[config.mk]
export PLATFORM = sky130hd
export DESIGN_NAME = ama_riscv_branch_predictor
export DESIGN_NICKNAME = d
export VERILOG_FILES = /design/src/rtl/ama_riscv_branch_predictor.sv
export SDC_FILE = /design/constraint.sdc
export NUM_CORES = 2
export LEC_CHECK = 0
export ABC_AREA = 1
export CAP_MARGIN = 20
export CORE_MARGIN = 2
export CORE_UTILIZATION = 52
export DETAILED_ROUTE_END_ITERATION = 8
export DONT_BUFFER_PORTS = 1
export PLACE_DENSITY = 0.72
export SLEW_MARGIN = 20
export SYNTH_ARGS = -nofsm -noshare
export SYNTH_HDL_FRONTEND = slang
export SYNTH_SLANG_ARGS = --single-unit
[constraint.sdc]
create_clock -name clk -period 9.3 [get_ports clk]
set_clock_uncertainty 0.15 [all_clocks]
set_input_delay 0.93 -clock clk [delete_from_list [all_inputs] [get_ports clk]]
set_output_delay 0.93 -clock clk [all_outputs]
set_load 0.01 [all_outputs]
[src/rtl/ama_riscv_branch_predictor.sv]
// Direct-mapped, tagged branch predictor with saturating counters and stored targets.
// A sweep FSM (INIT) invalidates the table after reset or flush; lookups answer one cycle later.
module ama_riscv_branch_predictor #(
    parameter int ENTRIES = 64,
    parameter int CNT_W   = 2,
    parameter int TAG_W   = 8
) (
    input  logic        clk,
    input  logic        rst,
    input  logic        flush,
    output logic        ready,
    input  logic        lkp_valid,
    input  logic [31:0] lkp_pc,
    input  logic        lkp_hold,
    output logic        pred_hit,
    output logic        pred_taken,
    output logic [31:0] pred_target,
    input  logic        upd_valid,
    input  logic [31:0] upd_pc,
    input  logic        upd_taken,
    input  logic [31:0] upd_target,
    input  logic        upd_jump,
    input  logic        upd_pred_taken,
    output logic [31:0] stat_upd,
    output logic [31:0] stat_mispred,
    output logic        dbg_state_o
);

    localparam int IDX_W = $clog2(ENTRIES);
    localparam logic [CNT_W-1:0] CNT_MAX = {CNT_W{1'b1}};
    localparam logic [CNT_W-1:0] CNT_WT  = CNT_W'(2 ** (CNT_W - 1));
    localparam logic [CNT_W-1:0] CNT_WNT = CNT_W'(2 ** (CNT_W - 1) - 1);

    typedef enum logic {S_INIT = 1'b0, S_IDLE = 1'b1} state_t;

    state_t             state_q, state_d;
    logic [IDX_W-1:0]   sweep_q, sweep_d;
    logic               clr_en;

    logic [ENTRIES-1:0] valid_q;
    logic [TAG_W-1:0]   tag_q [ENTRIES];
    logic [CNT_W-1:0]   cnt_q [ENTRIES];
    logic [31:0]        tgt_q [ENTRIES];

    logic [IDX_W-1:0]   lkp_idx, upd_idx;
    logic [TAG_W-1:0]   lkp_tag, upd_tag;
    logic               lkp_hit, upd_acc, upd_hit;
    logic [CNT_W-1:0]   upd_cur;
    logic               wr_en, wr_tgt_en;
    logic [CNT_W-1:0]   wr_cnt;
    logic               unused_pc_bits;

    assign ready       = (state_q == S_IDLE);
    assign dbg_state_o = logic'(state_q);

    // flush/restart always wins, even mid-sweep
    always_comb begin
        state_d = state_q;
        sweep_d = sweep_q;
        clr_en  = 1'b0;
        case (state_q)
            S_INIT: begin
                clr_en  = 1'b1;
                sweep_d = sweep_q + 1'b1;
                if (sweep_q == IDX_W'(ENTRIES - 1)) state_d = S_IDLE;
            end
            default: ;
        endcase
        if (flush) begin
            state_d = S_INIT;
            sweep_d = '0;
        end
    end

    always_ff @(posedge clk) begin
        if (rst) begin
            state_q <= S_INIT;
            sweep_q <= '0;
        end else begin
            state_q <= state_d;
            sweep_q <= sweep_d;
        end
    end

    assign lkp_idx = lkp_pc[IDX_W+1:2];
    assign lkp_tag = lkp_pc[IDX_W+TAG_W+1:IDX_W+2];
    assign upd_idx = upd_pc[IDX_W+1:2];
    assign upd_tag = upd_pc[IDX_W+TAG_W+1:IDX_W+2];
    assign unused_pc_bits = ^{lkp_pc[31:IDX_W+TAG_W+2], lkp_pc[1:0],
                              upd_pc[31:IDX_W+TAG_W+2], upd_pc[1:0]};

    assign lkp_hit = lkp_valid && ready && valid_q[lkp_idx] && (tag_q[lkp_idx] == lkp_tag);
    assign upd_acc = upd_valid && ready;
    assign upd_hit = valid_q[upd_idx] && (tag_q[upd_idx] == upd_tag);
    assign upd_cur = cnt_q[upd_idx];

    always_comb begin
        wr_en     = 1'b0;
        wr_tgt_en = 1'b0;
        wr_cnt    = upd_cur;
        if (upd_acc) begin
            if (upd_hit) begin
                wr_en = 1'b1;
                if (upd_jump) begin
                    wr_cnt    = CNT_MAX;
                    wr_tgt_en = 1'b1;
                end else if (upd_taken) begin
                    wr_cnt    = (upd_cur == CNT_MAX) ? upd_cur : upd_cur + 1'b1;
                    wr_tgt_en = 1'b1;
                end else begin
                    wr_cnt    = (upd_cur == '0) ? upd_cur : upd_cur - 1'b1;
                end
            end else if (upd_taken) begin
                wr_en     = 1'b1;
                wr_tgt_en = 1'b1;
                wr_cnt    = upd_jump ? CNT_MAX : CNT_WT;
            end
        end
    end

    // Sweep and updates never overlap: the sweep runs only while ready is low.
    always_ff @(posedge clk) begin
        if (clr_en) begin
            valid_q[sweep_q] <= 1'b0;
            cnt_q[sweep_q]   <= CNT_WNT;
        end else if (wr_en) begin
            valid_q[upd_idx] <= 1'b1;
            tag_q[upd_idx]   <= upd_tag;
            cnt_q[upd_idx]   <= wr_cnt;
            if (wr_tgt_en) tgt_q[upd_idx] <= upd_target;
        end
    end

    // Table reads here see pre-update contents, giving read-before-write.
    always_ff @(posedge clk) begin
        if (rst) begin
            pred_hit    <= 1'b0;
            pred_taken  <= 1'b0;
            pred_target <= '0;
        end else if (!lkp_hold) begin
            pred_hit    <= lkp_hit;
            pred_taken  <= lkp_hit && cnt_q[lkp_idx][CNT_W-1];
            pred_target <= (lkp_valid && ready) ? tgt_q[lkp_idx] : 32'd0;
        end
    end

    always_ff @(posedge clk) begin
        if (rst) begin
            stat_upd     <= '0;
            stat_mispred <= '0;
        end else if (upd_acc) begin
            stat_upd <= stat_upd + 32'd1;
            if (upd_pred_taken != upd_taken) stat_mispred <= stat_mispred + 32'd1;
        end
    end

endmodule

## After elaboration in Yosys (flattened, before gate mapping)

Memory sizes are Yosys's and may differ from the RTL's.
Cells that the tools add are included.

| storage, ports and cells | value |
|---|---|
| memories | 3 |
| memory bits (read-only) | 0 |
| bits of input ports | 105 |
| logic and storage cells | 80 |
| output and inout port bits | 100 |
| flip-flop bits (word level) | 169 |
| bits in latches | 0 |
| RAM bits | 2,688 |

Memory list:

| memory | words | width | read ports | clocked after memory_dff | wr ports | line | source |
|---|---|---|---|---|---|---|---|
| tgt_q | 64 | 32 | 1 | 0 | 1 | 43 | `logic [31:0] tgt_q [ENTRIES];` |
| tag_q | 64 | 8 | 2 | 0 | 1 | 41 | `logic [TAG_W-1:0] tag_q [ENTRIES];` |
| cnt_q | 64 | 2 | 2 | 0 | 1 | 42 | `logic [CNT_W-1:0] cnt_q [ENTRIES];` |

| operators by class | value |
|---|---|
| reductions and logical operators | 12 |
| multiply operators | 0 |
| order comparisons | 5 |
| mux-type cells | 38 |
| divide/modulo/power cells | 0 |
| shift operators | 0 |
| $add $sub $neg | 5 |
| eq/ne operators | 6 |
| bitwise gates (word level) | 3 |

Operators by type and width:

| kind | count |
|---|---|
| $mux W64 | 2 |
| $add A32 B1 Y32 const B | 2 |
| $and A64 B64 Y64 | 1 |
| $not A64 Y64 | 1 |
| $or A64 B64 Y64 | 1 |
| $mux W32 | 1 |
| $mux W1 | 22 |
| $lt A6 B7 Y1 const B | 3 |
| $eq A8 B8 Y1 | 2 |
| $mux W2 | 8 |
| $bmux W1 S6 | 2 |
| $demux W1 S6 | 2 |
| $ge A6 B1 Y1 const B | 2 |
| $logic_and A1 B1 Y1 | 8 |
| $add A6 B1 Y6 const B | 1 |
| $eq A6 B6 Y1 const B | 1 |
| $mux W6 | 1 |
| $reduce_or A2 Y1 | 2 |
| $add A2 B1 Y2 const B | 1 |
| $eq A2 B2 Y1 const B | 1 |
| $logic_not A2 Y1 | 1 |
| $ne A2 B1 Y1 const B | 1 |
| $reduce_and A2 Y1 | 1 |
| $sub A2 B1 Y2 const B | 1 |
| $ne A1 B1 Y1 | 1 |

## Longest topological paths before layout

| depth | value |
|---|---|
| word-level depth | 10 |
| mapped depth | 28 |
| gate-level depth less buffers | 24 |

## Least setup slack after synthesis

Ideal clock, no wire load.

| timing | value |
|---|---|
| kind | input-to-reg |
| from | input port upd_pc[2] |
| to | memory cnt_q[0][1] (data pin) |
| library setup time | 0.588 ns |
| buffers on the path | 4 |
| stages on the path | 20 |
| required time | 8.562 ns |
| arrival | 4.687 ns |
| setup slack | 3.875 ns |
| cell sequence | buf_4 buf_2 or2_2 nand3_1 nand2_1 o21ai_0 nand2_1 nor2_1 nand2_1 nand2_1 nand2_1 nor2_1 nand2_1 nor2_2 nand2_2 nand2_4 nand2_4 buf_6 buf_2 a31oi_1 |

| on the way | value |
|---|---|
| word-level cells in the longest chain between the ends | 10 |
| elaborated cells on any way between the ends | 24 |
| classes of those cells | add/sub (2); eq/ne (2); mux (15); reduce/logical (3); memory (2) |

RTL lines:

| element | line | source |
|---|---|---|
| start, declared | 19 | `input logic [31:0] upd_pc,` |
| $mem_v2 Z64 W8 or $bmux W1 S6 (tied branches) | n/a |  |
| $eq A8 B8 Y1 or $mux W1 (tied branches) | 94 | `assign upd_hit = valid_q[upd_idx] && (tag_q[upd_idx] == upd_tag);` |
| $logic_and A1 B1 Y1 | 94 |  |
| $mux W1 | 102 | `if (upd_hit) begin` |
| $mux W1 | 101 | `if (upd_acc) begin` |
| $mux W1 | 126 | `end else if (wr_en) begin` |
| $mux W1 | 123 | `if (clr_en) begin` |
| $mux W1 (not written as such) | 129 | `cnt_q[upd_idx] <= wr_cnt;` |
| $reduce_or A2 Y1 (no line) | n/a |  |
| $mux W2 (no line) * | n/a |  |
| end, declared | 42 |  |

Every way passes the cells marked *; elsewhere a longest branch is shown, timed or not. The select of a mux whose other input is x is not followed.

## Final worst setup path

| timing | value |
|---|---|
| from | input port upd_pc[3] |
| to | memory cnt_q[46][1] (enable) |

| on the way | value |
|---|---|
| word-level cells in the longest chain between the ends | 10 |
| elaborated cells on any way between the ends | 13 |
| classes of those cells | eq/ne (1); mux (9); reduce/logical (2); memory (1) |

RTL lines:

| element | line |
|---|---|
| $mem_v2 Z64 W8 or $bmux W1 S6 (tied branches) | n/a |
| $eq A8 B8 Y1 or $mux W1 (tied branches) | 94 |
| $logic_and A1 B1 Y1 | 94 |
| $mux W1 | 102 |
| $mux W1 | 101 |
| $mux W1 | 126 |
| $mux W1 | 123 |
| $mux W1 (not written as such) | 129 |
| $reduce_or A2 Y1 (no line) | n/a |
| $mux W6 (no line) or $mux W1 (tied branches) | n/a |

Several ways; a longest one is shown, not always the timed one. The select of a mux whose other input is x is not followed.

==> results.md <==
* Status: complete, no violations
* Core Area at 230000 sq um
* Syn Area/Cell at 11.3 sq um
* Syn Inst Count at 10645
* Number of buffers created by CTS at 299
* Sw Pwr at 0.00612 W
* Post-CTS Setup Inserts at 0
* GRT Total Usage at 0.318
* Clock transition at path regs at 60 ps
* Die width at 486 microns
* Final setup fails at 0
* Hold Buf Count CTS at 56
* Total power at 0.0272 W
* Maximum number of pins on one net before global-route repair at 1437
* Post-DP HPWL at 204000 microns
* Max_slew headroom at 0.0796
* R2R cell count at 16
* Synth Flop Type: edfxtp_1
* WL final at 387000 microns
* Worst R2R End: tag_q[43][7]$_DFFE_PP_
* Multi-input gate area at 32200 sq um
* Seq/Total Area, Yosys at 0.703
* Initial antenna violation count at 22
* Power density of the placed cells at 203 nW/um^2
* Cell variety after synth at 56
* Worst skew pair latency at 950 ps
* Vias in the first global route at 83912
* Synthesized flop and latch total at 2857
* Final nets at 10519
* Crit path max fanout at 79
* Drt pass-1 iters at 7
* CTS resizes at 0
* CP Data Required Time at 9750 ps
* Area after DPL at 123000 sq um
* Slew Viols, Final at 0
* Hold Crit Depth at 2
* Synth-to-Final Area Change at 11.1%
* Max-Cap Viols at 0
* Startpoint Class: input pin
* Post-route DRC violation count at 0
* FP Rows at 176
* CTS tree: done
* Endpoint class of the critical path: flip-flop
* Hold/Removal Path Class: in -> reg
* Leak Pwr at 44.3 nW
* RSZ-0062 raised after global routing: no
* Critical path class: in -> reg
* Period utilization at 0.629
* Reg2Reg Setup Slack at 4460 ps
* Die Ht at 486 microns
* Sequential share of power at 0.518
* Via count at 89475
* Hold Startpoint: lkp_hold
* Syn Nets at 10753
* Post-synth EDFFs at 2752
* Final min period at 5850 ps
* Vias per inst at 6.56
* Internal at 0.0211 W
* Switching Share at 0.225
* Comb power frac at 0.063
* Deepest clock path buffer count at 4
* RR Startpoint: tag_q[16][5]$_DFFE_PP_
* Final hold vios at 0
* Fin area at 134000 sq um
* GRT Residual Overflow at 0
* H-tree levels at 5
* CTS Sinks at 2857
* Clk Tree Root Cell: clkbuf_16
* Most common cell after layout, fill and taps aside: edfxtp_1
* Fill cells at 17973
* Layout cells sized above 1 at 0.0699
* Most frequent cells in the layout: edfxtp_1, nor2_1, o21ai_0, nand2_1, o22ai_1
* DRT antenna net count at 0
* FFs w/ async S/R, synth at 0
* Max Clk Rate at 171 MHz
* Worst-Margin Slew at 1380 ps
* Synth warn at 0
* TNS Setup at 0 ps
* Clock share of power at 0.419
* Overall die area at 236000 sq um
* Initial core utilization at 0.524
* Number of port buffers at 0
* Max VDD drop at 182 uV
* FF+latch area at 84700 sq um
* CP arrival at 6300 ps
* Boundary pin count at 205
* RePlAce Congestion at 0.934
* Hold EP: pred_target[1]$_SDFFE_PP0N_
* Core Util, Final at 0.581
* Mapped Area at 121000 sq um
* WL/cell at 28.4 microns
* Wire length of the first global-routing pass at 554000 microns
* DRT iter0 DRCs at 15613
[cell families (layout without fill, tap and decap cells)]
group,Yosys count,after routing,share of synthesized area
and+or+nand+nor,3722,3722,0.123
adders and majority gates,3,3,0.000311
other,0,6,0
xor gates and xnor gates,11,11,0.000799
AOI/OAI and AO/OA,2974,2974,0.137
DFF,2857,2857,0.703
buffers and inverters,1078,1040,0.0357
[sequential cells by signal (all words and copies together) (netlist names)]
name	flops
stat_upd	32
stat_mispred	32
cnt_q	128
pred_hit	1
pred_target	32
valid_q	64
dbg_state_o	1
sweep_q	6
tgt_q	2048
pred_taken	1
tag_q	512
[cells in the mapped netlist (5+ instances only)]
master | n | area (sq um)
edfxtp_1 | 2752 | 82600
nor2_1 | 1900 | 7130
o21ai_0 | 1743 | 8720
nand2_1 | 1302 | 4890
o22ai_1 | 583 | 3650
clkbuf_1 | 580 | 2180
nand3_1 | 351 | 1760
a21oi_1 | 325 | 1630
inv_1 | 308 | 1160
o221ai_1 | 110 | 963
dfxtp_1 | 105 | 2100
buf_2 | 101 | 505
buf_1 | 55 | 206
nor3_1 | 47 | 235
o211ai_1 | 43 | 323
o21ai_1 | 41 | 205
a22oi_1 | 28 | 210
nand4_1 | 25 | 156
o32ai_1 | 25 | 219
or2_2 | 18 | 113
a221oi_1 | 17 | 149
a311oi_1 | 15 | 131
nand2_2 | 14 | 87.6
buf_4 | 12 | 90.1
buf_6 | 11 | 124
nor4_1 | 10 | 62.6
nor2_2 | 9 | 56.3
nand3_2 | 8 | 80.1
or2_0 | 8 | 50.1
inv_2 | 7 | 26.3
o22a_1 | 7 | 61.3
o311ai_0 | 7 | 61.3
xor2_1 | 7 | 61.3
a31oi_1 | 6 | 37.5
nand3b_1 | 5 | 37.5
nor2_4 | 5 | 56.3
nor3_2 | 5 | 50.1
nor3b_1 | 5 | 37.5
o21a_1 | 5 | 37.5
[routing by layer]
metal  GRT usage  vias to the layer above  part of all wire
met5           0                        -           0.00026
met4       0.190                       18             0.068
met3      0.0922                     1272              0.14
met2       0.474                     6919              0.44
met1       0.413                    43161              0.35
li1            -                    38105                 -
[per-stage QoR]
| step | hold slack, ps | instances | worst slack, ps |
|---|---|---|---|
| global placement | 336 | 13056 | 2710 |
| global route | 10.2 | 13636 | 3420 |
| finish | 15.6 | 13639 | 3450 |
| detailed placement | 339 | 13064 | 2840 |
| CTS | 4.69 | 13617 | 3770 |
| floorplan | 323 | 10645 | 3880 |
[how the worst max path moves through the flow]
stage / startpoint / to / slack (ps) / cells after the start
2_1_floorplan: upd_pc[2] / cnt_q[0][1]$_DFFE_PP_ / 3880 / 20
3_3_place_gp: upd_pc[3] / tag_q[55][5]$_DFFE_PP_ / 2710 / 18
3_5_place_dp: upd_pc[3] / tag_q[43][6]$_DFFE_PP_ / 2840 / 18
4_1_cts: upd_pc[3] / tag_q[43][0]$_DFFE_PP_ / 3770 / 18
5_1_grt: upd_pc[3] / cnt_q[8][0]$_DFFE_PP_ / 3420 / 20
6_report: upd_pc[3] / cnt_q[46][1]$_DFFE_PP_ / 3450 / 18
[area by class of cell]
| class | instances | area share |
|---|---|---|
| Antenna cell | 6 | 0.000112 |
| Clock buffer | 375 | 0.0589 |
| Clock inverter | 122 | 0.00830 |
| Inverter | 318 | 0.00917 |
| Multi-Input combinational cell | 6710 | 0.240 |
| Sequential cell | 2857 | 0.633 |
| Tap cell | 3026 | 0.0283 |
| Timing Repair Buffer | 225 | 0.0225 |
[power groups by stage]
stage / combinational (W) / clock [W] / sequential (W)
2_1_floorplan: 0.000928 / 0 / 0.0144
3_3_place_gp: 0.00115 / 0 / 0.0144
3_5_place_dp: 0.00118 / 0 / 0.0144
4_1_cts: 0.00147 / 0.0114 / 0.0141
5_1_grt: 0.00179 / 0.0119 / 0.0141
6_report: 0.00170 / 0.0114 / 0.0141
[worst max-delay path: stages]
cell	delay, ps
nor2_4	710
nand2_1	880
inv_2	980
nand2_1	110
nand4_1	140
o21a_1	180
nor2_1	100
nand2_1	70
inv_1	40
nand2_1	70
nor2_2	70
nand2_2	110
nand2_4	130
nand2_4	820
nand2_1	140
o21ai_2	190
nand3_2	290
nor2_1	270
Power figures use the tool's default switching activity.
